$ cat config.mk
export PLATFORM = sky130hd
export DESIGN_NAME = tick_irq_ctrl
export DESIGN_NICKNAME = d
export VERILOG_FILES = /design/src/rtl/tick_irq_ctrl_pkg.sv /design/src/rtl/tick_irq_ctrl_sat_counter.sv /design/src/rtl/tick_irq_ctrl.sv
export SDC_FILE = /design/constraint.sdc
export NUM_CORES = 1
export LEC_CHECK = 0
export CAP_MARGIN = 20
export CORE_MARGIN = 4
export CORE_UTILIZATION = 48
export CTS_BUF_LIST = sky130_fd_sc_hd__clkbuf_4 sky130_fd_sc_hd__clkbuf_8
export CTS_CLUSTER_DIAMETER = 30
export CTS_CLUSTER_SIZE = 28
export DETAILED_ROUTE_END_ITERATION = 16
export PLACE_DENSITY = 0.83
export SETUP_SLACK_MARGIN = 0.2
export SYNTH_ARGS = -nofsm -noshare
export SYNTH_HDL_FRONTEND = slang
export SYNTH_HIERARCHICAL = 1
export SYNTH_SLANG_ARGS = --single-unit
$ cat constraint.sdc
create_clock -name i_clock -period 5.62 [get_ports i_clock]
set_input_delay 1.124 -clock i_clock [delete_from_list [all_inputs] [get_ports i_clock]]
set_output_delay 1.124 -clock i_clock [all_outputs]
set_load 0.01 [all_outputs]
$ cat src/rtl/tick_irq_ctrl_pkg.sv
// Shared constants and FSM encoding for the tick timer and its interrupt consumers.
// Keeps period and missed-counter widths consistent across the tick domain.
package tick_irq_ctrl_pkg;

    localparam int DEF_WIDTH  = 16;
    localparam int DEF_MISS_W = 4;

    typedef enum logic [1:0] {
        ST_IDLE = 2'd0,
        ST_RUN  = 2'd1,
        ST_DONE = 2'd2
    } state_t;

endpackage

$ cat src/rtl/tick_irq_ctrl_sat_counter.sv
// Saturating up-counter with synchronous clear; clear beats increment.
// Registered output, one-cycle update latency, never stalls.
module sat_counter
    import tick_irq_ctrl_pkg::*;
#(
    parameter int W = DEF_MISS_W
) (
    input  logic         i_clock,
    input  logic         i_reset,
    input  logic         i_clr,
    input  logic         i_inc,
    output logic [W-1:0] o_count
);

    localparam logic [W-1:0] ONE = {{(W-1){1'b0}}, 1'b1};
    localparam logic [W-1:0] MAX = {W{1'b1}};

    logic [W-1:0] r_count;

    always_ff @(posedge i_clock) begin
        if (i_reset || i_clr) begin
            r_count <= '0;
        end else if (i_inc && (r_count != MAX)) begin
            r_count <= r_count + ONE;
        end
    end

    assign o_count = r_count;

endmodule

$ cat src/rtl/tick_irq_ctrl.sv
// Divides the 1-in-256 tick strobe by a loaded period and raises a held level irq.
// All outputs registered, 1-clock latency from load/tick/ack; no backpressure.
module tick_irq_ctrl
    import tick_irq_ctrl_pkg::*;
#(
    parameter int WIDTH  = DEF_WIDTH,
    parameter int MISS_W = DEF_MISS_W
) (
    input  logic              i_clock,
    input  logic              i_reset,
    input  logic              i_tick,
    input  logic              i_enable,
    input  logic              i_load,
    input  logic [WIDTH-1:0]  i_period,
    input  logic              i_periodic,
    input  logic              i_irq_ack,
    output logic              o_irq,
    output logic [WIDTH-1:0]  o_count,
    output logic [MISS_W-1:0] o_missed,
    output logic              o_busy
);

    localparam logic [WIDTH-1:0] CNT_ONE = {{(WIDTH-1){1'b0}}, 1'b1};

    state_t             r_state;
    state_t             w_next_state;
    logic [WIDTH-1:0]   r_count;
    logic [WIDTH-1:0]   w_next_count;
    logic [WIDTH-1:0]   r_period_q;
    logic               r_periodic_q;
    logic               r_irq;
    logic               w_next_irq;
    logic               r_busy;
    logic               w_load_go;
    logic               w_run_tick;
    logic               w_expire;
    logic               w_miss_inc;
    logic               w_miss_clr;

    // load always wins over a same-cycle tick, so the tick path is masked by it
    assign w_load_go  = i_load && (i_period != '0);
    assign w_run_tick = (r_state == ST_RUN) && i_tick && i_enable && !i_load;
    assign w_expire   = w_run_tick && (r_count <= CNT_ONE);

    always_ff @(posedge i_clock) begin
        if (i_reset) begin
            r_state <= ST_IDLE;
        end else begin
            r_state <= w_next_state;
        end
    end

    always_comb begin
        w_next_state = r_state;
        if (i_load) begin
            w_next_state = w_load_go ? ST_RUN : ST_IDLE;
        end else if (w_expire && !r_periodic_q) begin
            w_next_state = ST_DONE;
        end
    end

    always_comb begin
        w_next_count = r_count;
        if (i_load) begin
            w_next_count = i_period;
        end else if (w_run_tick) begin
            if (w_expire) begin
                w_next_count = r_periodic_q ? r_period_q : '0;
            end else begin
                w_next_count = r_count - CNT_ONE;
            end
        end

        // a coincident expiry keeps irq asserted even when acknowledged
        w_next_irq = r_irq;
        if (w_expire) begin
            w_next_irq = 1'b1;
        end else if (i_irq_ack) begin
            w_next_irq = 1'b0;
        end

        w_miss_clr = i_irq_ack;
        w_miss_inc = w_expire && r_irq && !i_irq_ack;
    end

    always_ff @(posedge i_clock) begin
        if (i_reset) begin
            r_count      <= '0;
            r_irq        <= 1'b0;
            r_busy       <= 1'b0;
            r_period_q   <= '0;
            r_periodic_q <= 1'b0;
        end else begin
            r_count <= w_next_count;
            r_irq   <= w_next_irq;
            r_busy  <= (w_next_state == ST_RUN);
            if (w_load_go) begin
                r_period_q   <= i_period;
                r_periodic_q <= i_periodic;
            end
        end
    end

    sat_counter #(
        .W (MISS_W)
    ) u_missed (
        .i_clock (i_clock),
        .i_reset (i_reset),
        .i_clr   (w_miss_clr),
        .i_inc   (w_miss_inc),
        .o_count (o_missed)
    );

    assign o_irq   = r_irq;
    assign o_count = r_count;
    assign o_busy  = r_busy;

endmodule

==> results of run 1 <==
cell type report:
cell class / count / area [um2]
Fill cell: 353 / 1458
Multi-Input combinational cell: 189 / 1231
Sequential cell: 41 / 820.8
Timing Repair Buffer: 47 / 462.9
Clock buffer: 7 / 90.09
Tap cell: 50 / 62.56
Inverter: 5 / 18.77
sequential cells by signal, summed over array words and instances, names as in the netlist:
signal	cells
r_state	2
r_period_q	16
u_missed/o_count	4
o_count	16
o_busy	1
r_periodic_q	1
o_irq	1
metrics by stage:
step                instances  total power, mW
floorplan                 249           0.4112
global placement          332           0.4626
detailed placement        332           0.4650
CTS                       339           0.6608
global route              339           0.6913
finish                    339           0.6615
path summary, 6_finish.rpt:
kind	to	cells after the start
worst max-delay path	o_count[6]	7
worst min-delay path	r_period_q[5]	2
worst max register to register	o_count[6]	5
worst min register to register	r_period_q[5]	2
per-layer routing:
layer	GRT usage, %	up-vias	wire length [um]
li1	-	1000	-
met1	30.74	956	2541
met2	34.34	107	2594
met3	5.811	19	508
met4	8.498	0	179
met5	0	-	0
cell families after synthesis:
kind of cell,share of synthesized area (%)
and+or+nand+nor,24.10
AOI/OAI and AO/OA,22.69
DFF,38.57
buffers and inverters,3.586
xor gates and xnor gates,5.761
muxes,3.527
adders and majority gates,1.764
worst max-delay path: stages:
cell,delay (ns)
clkdlybuf4s50_1,0.40
buf_4,0.22
nor2b_1,0.24
and2_0,0.32
and3_1,0.51
mux2_2,0.39
o22ai_1,0.14
layout by cell type, fill, tap and decap left out, types with 6 or more instances in the layout:
cell type / netlist / layout
a21oi_1: 15 / 15
a22oi_1: 13 / 13
a31oi_1: 7 / 7
clkbuf_8: 0 / 6
clkdlybuf4s50_1: 0 / 44
dfxtp_1: 41 / 41
nand2_1: 39 / 39
nor2_1: 20 / 20
nor4_1: 7 / 7
o22ai_1: 9 / 9
xnor2_1: 7 / 7
xor2_1: 7 / 7
power groups by stage:
stage	logic, mW	registers (mW)	clock network, mW
after global placement	0.133	0.330	0
after detailed placement	0.135	0.330	0
after global routing	0.150	0.326	0.215
after floorplan	0.0841	0.327	0
after CTS	0.136	0.323	0.201
final	0.138	0.324	0.200
==> flow_summary.toml, run 1 <==
[run_status]
run_status = "completed"

[floorplanning]
die_area_mm2 = 0.005563
row_count = 23
coreArea_mm2 = 0.004144
die_x_um = 74.59
start_util_pct = 51.36
boundaryPins = 45
dieHeight_um = 74.59

[sta]
fin_tns_setup_ns = 0
slew_headroom_pct = 44.20
finalCritPeriodShare_pct = 55.60
maxSlewViolCount = 0
skew_ns = 0.003859
fin_crit_ns = 3.125
hold_viol_final = 0
clock.fmax_mhz = 320.0
rsz0062_at_grt = "no"
layout_setup_ws_ns = 2.495
fin_hold_ws_ns = 0.4569
finalSetupViolations = 0
tightest_slew_ns = 0.8261

[pwr]
leakage_nw = 0.9913
internal_power_mw = 0.4777
power_density_mw_per_mm2 = 246.2
seqPwrFrac_pct = 48.9
p_clk_share_pct = 30.2
switching_share_pct = 27.79
switching_power_mw = 0.1838
ir_worst_vdd_uv = 158.5
p_comb_share_pct = 20.9

[global_routing]
grt_max_degree = 42
overflow = 0
grt_pass1_vias = 1952
antenna_found_initial = 0
grtUsageTotal_pct = 22.56
grt_first_pass_wirelength_um = 9597

[yosys]
synth.top_cell.area_share_pct = 38.57
synth_edf_count = 0
synth-seq-cells = 41
synthFlopType = "dfxtp_1"
synthArstFlopShare_pct = 0
synth_area_leaders = "dfxtp_1, nand2_1, a22oi_1"
synth_top_area_cell = "dfxtp_1"
synthTopCellsByCount = "dfxtp_1, nand2_1, nor2_1"
syn_area_per_cell_um2 = 8.547
ys_types = 50
synthesis.area_mm2 = 0.002128
seq_area_frac_synth_pct = 38.57
synth_nets = 275
ys_warn_count = 6
syn_inst = 249
synth_most_common_cell = "dfxtp_1"

[setup_path]
critPathArrivalTime_ns = 3.35
crit_type = "input port to flip-flop"
crit_path_end_kind = "flip-flop"
cp-start-kind = "input port"
cp_max_fo = 25
r2r_start = "o_count[11]"
crit_start = "i_load"
cp.required_ns = 5.84
rrSetupSlack_ns = 3.13

[routing]
viasPerCell = 6.142
vias = 2082
ant_nets = 0
drt_iter0_drc = 228
drcViolationCount = 0
wl_um = 5824
wl_per_cell_um = 17.18
dr.pass1.iters = 5

[cells_and_area]
area_growth_pct = 26.22
final_area_mm2 = 0.002686
final_nets = 315
post-route-util_pct = 64.82
drive_gt1_share_pct = 8.304
diodes = 0

[clocking]
clkTransAtPathRegs_ns = 0.07
cts_tree = "done"
clk_latency_ns = 0.30
ctsHoldBuffers = 0
clock_sinks = 41
clockRootBuffer = "clkbuf_8"
clk_path_buf_depth = 2
cts_resized = 0
numCtsBuffers = 5
post_cts_buffers = 0
cts_htree_levels = 2

[place]
dp_slack_ns = 2.256
dpl_cell_area_mm2 = 0.002596
io_buffers = 44
dp_hpwl_um = 4043
place_congestion = 0.9382

[run]
cap_violations = 0

[min_path]
min_from = "r_period_q[5]"
hp-class = "flip-flop to flip-flop"
Power figures use the tool's default switching activity.
==> inputs of run 2 (changes only) <==
- clock period: 5.62 -> 2.9 ns (I/O delays scaled with it)
==> run 2 against run 1 <==
  * Global-route usage fell by 0.43 points
  * Clock skew rose by 0.0010 ns
  * Non-clock buffer count rose by 5
  * Final cell count rose by 1.8%
  * Die area did not move
  * Power rose by 91%
  * First-iteration DRC count fell by 9.6%
  * Register-to-register slack got worse by 2.7 ns
  * Clock-buffer cell count fell by 1
  * Setup slack got worse by 2.0 ns
  * Wire length fell by 0.46%
  * Largest power group unchanged
==> flow_summary.toml, run 2 (synthesis gave the netlist of run 1 again) <==
[run_status]
run_status = "completed"

[sta]
fin_crit_ns = 2.426
finalCritPeriodShare_pct = 83.65
hold_viol_final = 0
skew_ns = 0.004874
fin_tns_setup_ns = 0
rsz0062_at_grt = "no"
tightest_slew_ns = 0.7477
finalSetupViolations = 0
clock.fmax_mhz = 412.2
layout_setup_ws_ns = 0.4742
maxSlewViolCount = 0
slew_headroom_pct = 49.50

[setup_path]
cp.required_ns = 3.12
crit_start = "o_count[11]"
crit_path_end_kind = "flip-flop"
r2r_start = "o_count[11]"
critPathArrivalTime_ns = 2.65
cp-start-kind = "flip-flop"
cp_max_fo = 7
crit_type = "flip-flop to flip-flop"

[clocking]
ctsHoldBuffers = 0
clockRootBuffer = "clkbuf_8"
cts_resized = 0
clkTransAtPathRegs_ns = 0.08
clk_latency_ns = 0.30
clock_sinks = 41
numCtsBuffers = 5
cts_tree = "done"
cts_htree_levels = 2
clk_path_buf_depth = 2
post_cts_buffers = 0

[global_routing]
grtUsageTotal_pct = 22.13
antenna_found_initial = 0
grt_first_pass_wirelength_um = 9377
grt_max_degree = 41
overflow = 0
grt_pass1_vias = 1942

[pwr]
leakage_nw = 1.018
ir_worst_vdd_uv = 317.9
internal_power_mw = 0.9056
switching_share_pct = 28.41
p_clk_share_pct = 29.1
p_comb_share_pct = 21.3
switching_power_mw = 0.3594
power_mw = 1.265
power_density_mw_per_mm2 = 465.0
seqPwrFrac_pct = 49.6

[routing]
dr.pass1.iters = 5
vias = 2074
wl_per_cell_um = 16.80
viasPerCell = 6.012
wl_um = 5797
drt_iter0_drc = 206
ant_nets = 0
drcViolationCount = 0

[place]
io_buffers = 44
dp_slack_ns = 0.2599
place_congestion = 0.9110
dp_hpwl_um = 4198

[cells_and_area]
regArea_um2 = 820.8
layout.cells.most_common = "clkdlybuf4s50_1"
drive_gt1_share_pct = 10.17
final_cell_mix = "clkdlybuf4s50_1, dfxtp_1, nand2_1"
area_growth_pct = 27.81
multi_input_comb_area_mm2 = 0.001231
diodes = 0
final_nets = 320
fillCellCount = 370

[floorplanning]
row_count = 23
die_x_um = 74.59
boundaryPins = 45
coreArea_mm2 = 0.004144
start_util_pct = 51.36
dieHeight_um = 74.59
die_area_mm2 = 0.005563

[min_path]
min_from = "r_period_q[3]"
hp-class = "flip-flop to flip-flop"

[run]
cap_violations = 0
[run 2: changes by cell type in the layout (fill, tap and decap cells not counted), sizes merged]
cell / delta
clkbuf: -1
buf: +5
clkinv: +2
[run 2: area by class of cell]
cell class / instances / area share (%)
tap: 50 / 2.300
sequential: 41 / 30.17
multi-input combinational: 189 / 45.26
clock inverter: 2 / 0.3680
inverter: 5 / 0.6900
timing repair buffer: 52 / 18.40
clock buffer: 6 / 2.806
[run 2: path summary, 6_finish.rpt]
| path | slack (ns) | end | depth (start not counted) |
|---|---|---|---|
| worst max-delay path | 0.47 | o_count[11] | 6 |
| worst min-delay path | 0.46 | r_period_q[3] | 2 |
| worst max register to register | 0.47 | o_count[11] | 6 |
| worst min register to register | 0.46 | r_period_q[3] | 2 |
[run 2: critical path: stages (launching register included)]
cell,delay [ns]
dfxtp_1,0.37
or4_1,0.64
nor3_1,0.37
and3_1,0.41
buf_4,0.21
nand3_1,0.10
a41oi_1,0.25
[run 2: stage by stage]
step | hold slack (ns) | utilization [%] | instance area (um2) | cells
4_1_cts | 0.4583 | 65.64 | 2720 | 345
3_5_place_dp | 0.4476 | 63.56 | 2634 | 337
2_1_floorplan | 0.4364 | - | 2128 | 249
5_1_grt | 0.4838 | 65.64 | 2720 | 345
6_report | 0.4579 | 65.64 | 2720 | 345
3_3_place_gp | 0.4442 | 63.56 | 2634 | 337
[run 2: power by group through the flow]
stage	sequential [mW]	combinational [mW]	clock [mW]
finish	0.628	0.269	0.368
global route	0.632	0.290	0.405
CTS	0.627	0.266	0.374
detailed placement	0.640	0.265	0
global placement	0.639	0.260	0
floorplan	0.634	0.163	0
[run 2: routing by layer]
metal / track usage (%) / wire (um) / vias up
met3: 5.000 / 422 / 15
li1: - / - / 1006
met2: 35.02 / 2668 / 90
met5: 0 / 0 / -
met4: 8.893 / 151 / 0
met1: 29.21 / 2555 / 963
==> inputs of run 3 (changes only) <==
- CORE_UTILIZATION: 48 -> 47
- PLACE_DENSITY: 0.83 -> 0.84
- clock period: 2.9 -> 2.21 ns (I/O delays scaled with it)
==> run 3 against run 2 <==
  * Die area up 1.9%
  * Power grew 51%
  * Setup slack worse by 0.30 ns
  * Utilization increased by 5.6 points
  * Via count up 14%
  * Critical path type unchanged
  * Largest power group unchanged
  * Highest routed layer unchanged
==> flow_summary.toml, run 3 (synthesis gave the netlist of run 1 again) <==
[setup_path]
crit_type = "flip-flop to flip-flop"
crit_chain = "inv_4 > ha_4 > or4b_4 > or3_4 > nor4b_4 > xnor2_1 > o22ai_2"
cp-start-kind = "flip-flop"
max_stage_delay_ns = 0.47
critPathArrivalTime_ns = 2.22
cp_max_fo = 3
cp.required_ns = 2.40
crit_path_end_kind = "flip-flop"
slowest_stage = "or4b_4"

[pwr]
leakage_nw = 1.184
ir_worst_vdd_uv = 358.3
power_mw = 1.913
power_density_mw_per_mm2 = 616.8

[global_routing]
grtUsageTotal_pct = 24.03
grt_max_degree = 20
grt_first_pass_wirelength_um = 10420
overflow = 0
antenna_found_initial = 0
grt_pass1_vias = 2189

[clocking]
clock_sinks = 41
cts_tree = "done"
cts_htree_levels = 2
clkTransAtPathRegs_ns = 0.08
clk_latency_ns = 0.30
clk_path_buf_depth = 2
numCtsBuffers = 5
clockRootBuffer = "clkbuf_8"

[floorplanning]
die_x_um = 75.29
boundaryPins = 45
die_area_mm2 = 0.005669
row_count = 24
start_util_pct = 48.88
dieHeight_um = 75.29
coreArea_mm2 = 0.004354

[routing]
wl_um = 7079
vias = 2355
wl_per_cell_um = 18.98
viasPerCell = 6.314
drt_iter0_drc = 257
drcViolationCount = 0
ant_nets = 0
dr.pass1.iters = 5

[place]
dpl_cell_area_mm2 = 0.002818
dp_slack_ns = -0.001722
place_congestion = 0.9437
dp_hpwl_um = 4713
placed_cells = 358
io_buffers = 44

[sta]
fin_hold_ws_ns = 0.4615
slew_headroom_pct = 50.39
tightest_slew_ns = 0.7432
rsz0062_at_grt = "yes"
layout_setup_ws_ns = 0.1765
finalSetupViolations = 0
skew_ns = 0.005427
hold_viol_final = 0
clock.fmax_mhz = 491.8
maxSlewViolCount = 0
fin_crit_ns = 2.033
finalCritPeriodShare_pct = 92.01

[cells_and_area]
final_cell_mix = "clkdlybuf4s50_1, nand2_1, dfxtp_1"
layout.cells.most_common = "clkdlybuf4s50_1"
fin_cells = 373
fillCellCount = 295
final_nets = 346
final_area_mm2 = 0.003102
diodes = 0
area_growth_pct = 45.74
drive_gt1_share_pct = 25.55

[run_status]
run_status = "completed"

[min_path]
hp-class = "flip-flop to flip-flop"

[run]
cap_violations = 0
run 3: cell types whose count changed in the layout (fill, tap and decap cells not counted), sizes merged:
cell / delta
bufinv: +1
buf: +26
clkinv: -2
clkbuf: +1
run 3: final cells by class:
type / instances / area [um2] / share of cell area (%)
multi-input cells: 189 / 1363 / 43.93
flip-flops and latches: 41 / 834.6 / 26.91
repair buffers: 78 / 695.7 / 22.43
clock buffers: 7 / 90.09 / 2.904
well taps: 52 / 65.06 / 2.098
clock inverters: 1 / 30.03 / 0.9681
inverters: 5 / 23.77 / 0.7664
run 3: what timing repair did:
action | 4_1_cts | 5_1_grt
hold buffers | 0 | 0
buffers inserted | 6 | 1
pin swaps | 11 | 8
setup endpoints to repair | 18 | 15
gates resized for setup | 10 | 14
run 3: worst max-delay path: cells and delay by family, from the launching register on:
family | cells | cell delay (ns)
buffers and inverters | 1 | 0.07
AOI/OAI and AO/OA | 1 | 0.08
and+or+nand+nor | 3 | 1.12
xor gates and xnor gates | 1 | 0.16
adders and majority gates | 1 | 0.12
DFF | 1 | 0.36
run 3: stage by stage:
step / util (%) / setup TNS [ns]
2_1_floorplan: - / 0
5_1_grt: 71.24 / 0
6_report: 71.24 / 0
3_3_place_gp: 64.71 / -0.002172
3_5_place_dp: 64.71 / -0.001722
4_1_cts: 69.22 / 0
run 3: report_power, final:
| part | total [mW] | switching (mW) | internal, mW |
|---|---|---|---|
| logic | 0.453 | 0.222 | 0.231 |
| clock network | 0.641 | 0.260 | 0.381 |
| registers | 0.819 | 0.0434 | 0.775 |
run 3: path summary, 6_finish.rpt:
| path | startpoint | endpoint | slack (ns) | cells past startpoint |
|---|---|---|---|---|
| max | o_count[1] | o_count[14] | 0.18 | 7 |
| min | r_period_q[7] | r_period_q[7] | 0.46 | 2 |
| max reg2reg | o_count[1] | o_count[14] | 0.18 | 7 |
| min reg2reg | r_period_q[7] | r_period_q[7] | 0.46 | 2 |
run 3: layer usage:
metal  track usage [%]  share of wire (%)
met1             29.77                 41
met2             40.84                 48
met3             6.201                7.2
met4             7.573                3.1
met5                 0                  0
==> variant (flow settings as in run 2) <==
Register the inputs `i_period`, `i_periodic` and `i_irq_ack` before use, with the module's reset. The logic sees them one clock later. The other inputs are not delayed to match.
--- a/src/rtl/tick_irq_ctrl.sv
+++ b/src/rtl/tick_irq_ctrl.sv
@@ -24,2 +24,18 @@
 
+    logic [WIDTH-1:0] i_period_q;
+    logic i_periodic_q;
+    logic i_irq_ack_q;
+
+    always_ff @(posedge i_clock) begin
+        if (i_reset) begin
+            i_period_q   <= '0;
+            i_periodic_q <= '0;
+            i_irq_ack_q  <= '0;
+        end else begin
+            i_period_q   <= i_period;
+            i_periodic_q <= i_periodic;
+            i_irq_ack_q  <= i_irq_ack;
+        end
+    end
+
     state_t             r_state;
@@ -40,3 +56,3 @@
     // load always wins over a same-cycle tick, so the tick path is masked by it
-    assign w_load_go  = i_load && (i_period != '0);
+    assign w_load_go  = i_load && (i_period_q != '0);
     assign w_run_tick = (r_state == ST_RUN) && i_tick && i_enable && !i_load;
@@ -64,3 +80,3 @@
         if (i_load) begin
-            w_next_count = i_period;
+            w_next_count = i_period_q;
         end else if (w_run_tick) begin
@@ -77,3 +93,3 @@
             w_next_irq = 1'b1;
-        end else if (i_irq_ack) begin
+        end else if (i_irq_ack_q) begin
             w_next_irq = 1'b0;
@@ -81,4 +97,4 @@
 
-        w_miss_clr = i_irq_ack;
-        w_miss_inc = w_expire && r_irq && !i_irq_ack;
+        w_miss_clr = i_irq_ack_q;
+        w_miss_inc = w_expire && r_irq && !i_irq_ack_q;
     end
@@ -97,4 +113,4 @@
             if (w_load_go) begin
-                r_period_q   <= i_period;
-                r_periodic_q <= i_periodic;
+                r_period_q   <= i_period_q;
+                r_periodic_q <= i_periodic_q;
             end
Formal check against the unedited RTL: not equivalent (Yosys sat finds a counterexample within 4 cycles, from zero or initial values and one cycle with i_reset high).
==> variant against run 2 <==
Global-route usage shrank 1.4 points. Core utilization shrank 0.96 points. Via count grew 9.0%. Wire length grew 4.7%. Sequential cell count grew 18. Sequential power grew 41%. Cell area grew 22%. Synthesized area grew 21%. Count of clock-buffer cells in the layout grew 3. Power grew 64%. Worst setup slack lost 93 ps. Critical endpoint is now o_count[8]$_SDFFE_PP0P_. Largest power group is now the clock network. Highest routed layer unchanged.
==> variant: results <==
metrics = {
    "status": {
        "status": "complete, no violations",
    },
    "global_routing": {
        "use_met2_pct": 32.3,
        "grt_pass1_vias": 2169,
        "grt_use_total_pct": 20.7,
        "grt_use_met3_pct": 5.76,
        "grt_max_degree": 41,
        "grt_pass1_wl_mm": 10.4,
        "grt_use_met1_pct": 26.7,
    },
    "timing": {
        "tns_ps": 0,
        "final_hold_viol_count": 0,
        "fin_skew_ps": 10.2,
        "tightest_slew_ps": 626,
        "hold-worst-slack_ps": 466,
    },
    "setup_path": {
        "cp_max_fo": 9,
        "r2r-start": "o_count[5]$_SDFFE_PP0P_",
        "max_stage_delay_ps": 680,
        "r2r_end": "o_count[8]$_SDFFE_PP0P_",
        "cp_slowest_cell": "or4_1",
        "reg2reg_depth": 5,
        "arrival_ps": 2780,
        "reg2reg_slack_ps": 380,
    },
    "placement": {
        "postPlaceCellArea_mm2": 0.00308,
        "dpl.cell_count": 385,
        "place_congestion": 0.899,
        "dp_slack_ps": 286,
        "dp_hpwl_mm": 4.36,
    },
    "final_layout": {
        "fin_util_pct": 64.7,
        "stdcell_count": 402,
        "fillers": 449,
        "diodes": 0,
        "nets": 353,
        "drive_gt1_share_pct": 10.5,
    },
    "worst_hold_path": {
        "holdCritStartpoint": "r_period_q[14]$_SDFFE_PP0P_",
        "min_to": "r_period_q[14]$_SDFFE_PP0P_",
    },
    "yosys": {
        "synth_commonest_cells": "dfxtp_1 (59), nor2_1 (29), a22oi_1 (26), nand2_1 (19), nor2b_1 (19)",
        "ys_seq_area_share_pct": 45.8,
        "syn_nets": 306,
        "synth_ff_type": "dfxtp_1",
        "synth_area_per_cell_um2": 9.20,
        "synth_cell_type_count": 43,
        "ys_top_cells_by_area": "dfxtp_1 (46%), a22oi_1 (7.6%), nor2b_1 (4.6%)",
    },
    "power_and_ir_drop": {
        "ir_drop_mv": 0.305,
        "total_leakage_power_nw": 1.29,
        "p_int_mw": 1.56,
    },
    "route": {
        "viasPerCell": 5.62,
        "wl_met1_mm": 2.69,
        "top_layer_used": "met4",
        "dr.pass1.iters": 6,
        "wl_per_cell_um": 15.1,
        "dr_wl_met2_mm": 2.85,
        "met3WireLength_um": 434,
        "drtIter0Drc": 275,
    },
    "cts": {
        "numCtsBuffers": 9,
        "clk_latency_ps": 340,
        "post_cts_buffers": 0,
        "h-tree-depth": 3,
        "ctsRootBufferMaster": "clkbuf_8",
        "postCtsResizedCells": 0,
    },
}
## variant: cell types whose count changed in the layout (fill, tap and decap cells not counted), moves of 5 or more
cell      change
nor2_1        +9
nor2b_1      +17
nand2_1      -20
a22oi_1      +13
a222oi_1      +5
o22ai_1       -7
o21ai_0      +12
a22o_1        -5
dfxtp_1      +18
## variant: worst max-delay path by stage
stage | end | slack (ps) | from | cells after the start
finish | o_count[8]$_SDFFE_PP0P_ | 380 | o_count[5]$_SDFFE_PP0P_ | 5
global route | o_count[2]$_SDFFE_PP0P_ | 200 | o_count[5]$_SDFFE_PP0P_ | 6
CTS | o_count[8]$_SDFFE_PP0P_ | 400 | o_count[5]$_SDFFE_PP0P_ | 5
detailed placement | o_count[8]$_SDFFE_PP0P_ | 290 | i_load | 6
global placement | o_count[8]$_SDFFE_PP0P_ | 320 | i_load | 6
floorplan | o_count[6]$_SDFFE_PP0P_ | 480 | i_load | 7
## variant: power groups by stage
stage                     clock network (mW)  registers, mW  logic [mW]
after floorplan                            0          0.896       0.178
after global placement                     0          0.902       0.268
after detailed placement                   0          0.903       0.273
after CTS                              0.919          0.885       0.274
after global routing                   0.964          0.891       0.306
final                                  0.909          0.887       0.275
## variant: area by class of cell
type / instances / area share [%]
inverter: 4 / 0.452
clock buffer: 9 / 3.73
tap: 70 / 2.63
multi-input combinational: 199 / 38.7
clock inverter: 7 / 3.50
sequential: 59 / 35.5
timing repair buffer: 54 / 15.4
## variant: kinds of logic (layout without fill, tap and decap cells)
group / after synthesis / count (layout) / share of synthesized area (%)
xor+xnor: 10 / 10 / 3.40
compound gates: 73 / 73 / 20.0
simple gates: 106 / 106 / 22.3
fa+ha+maj: 3 / 3 / 1.46
buf+inv: 22 / 74 / 4.18
flops: 59 / 59 / 45.8
mux: 7 / 7 / 2.87
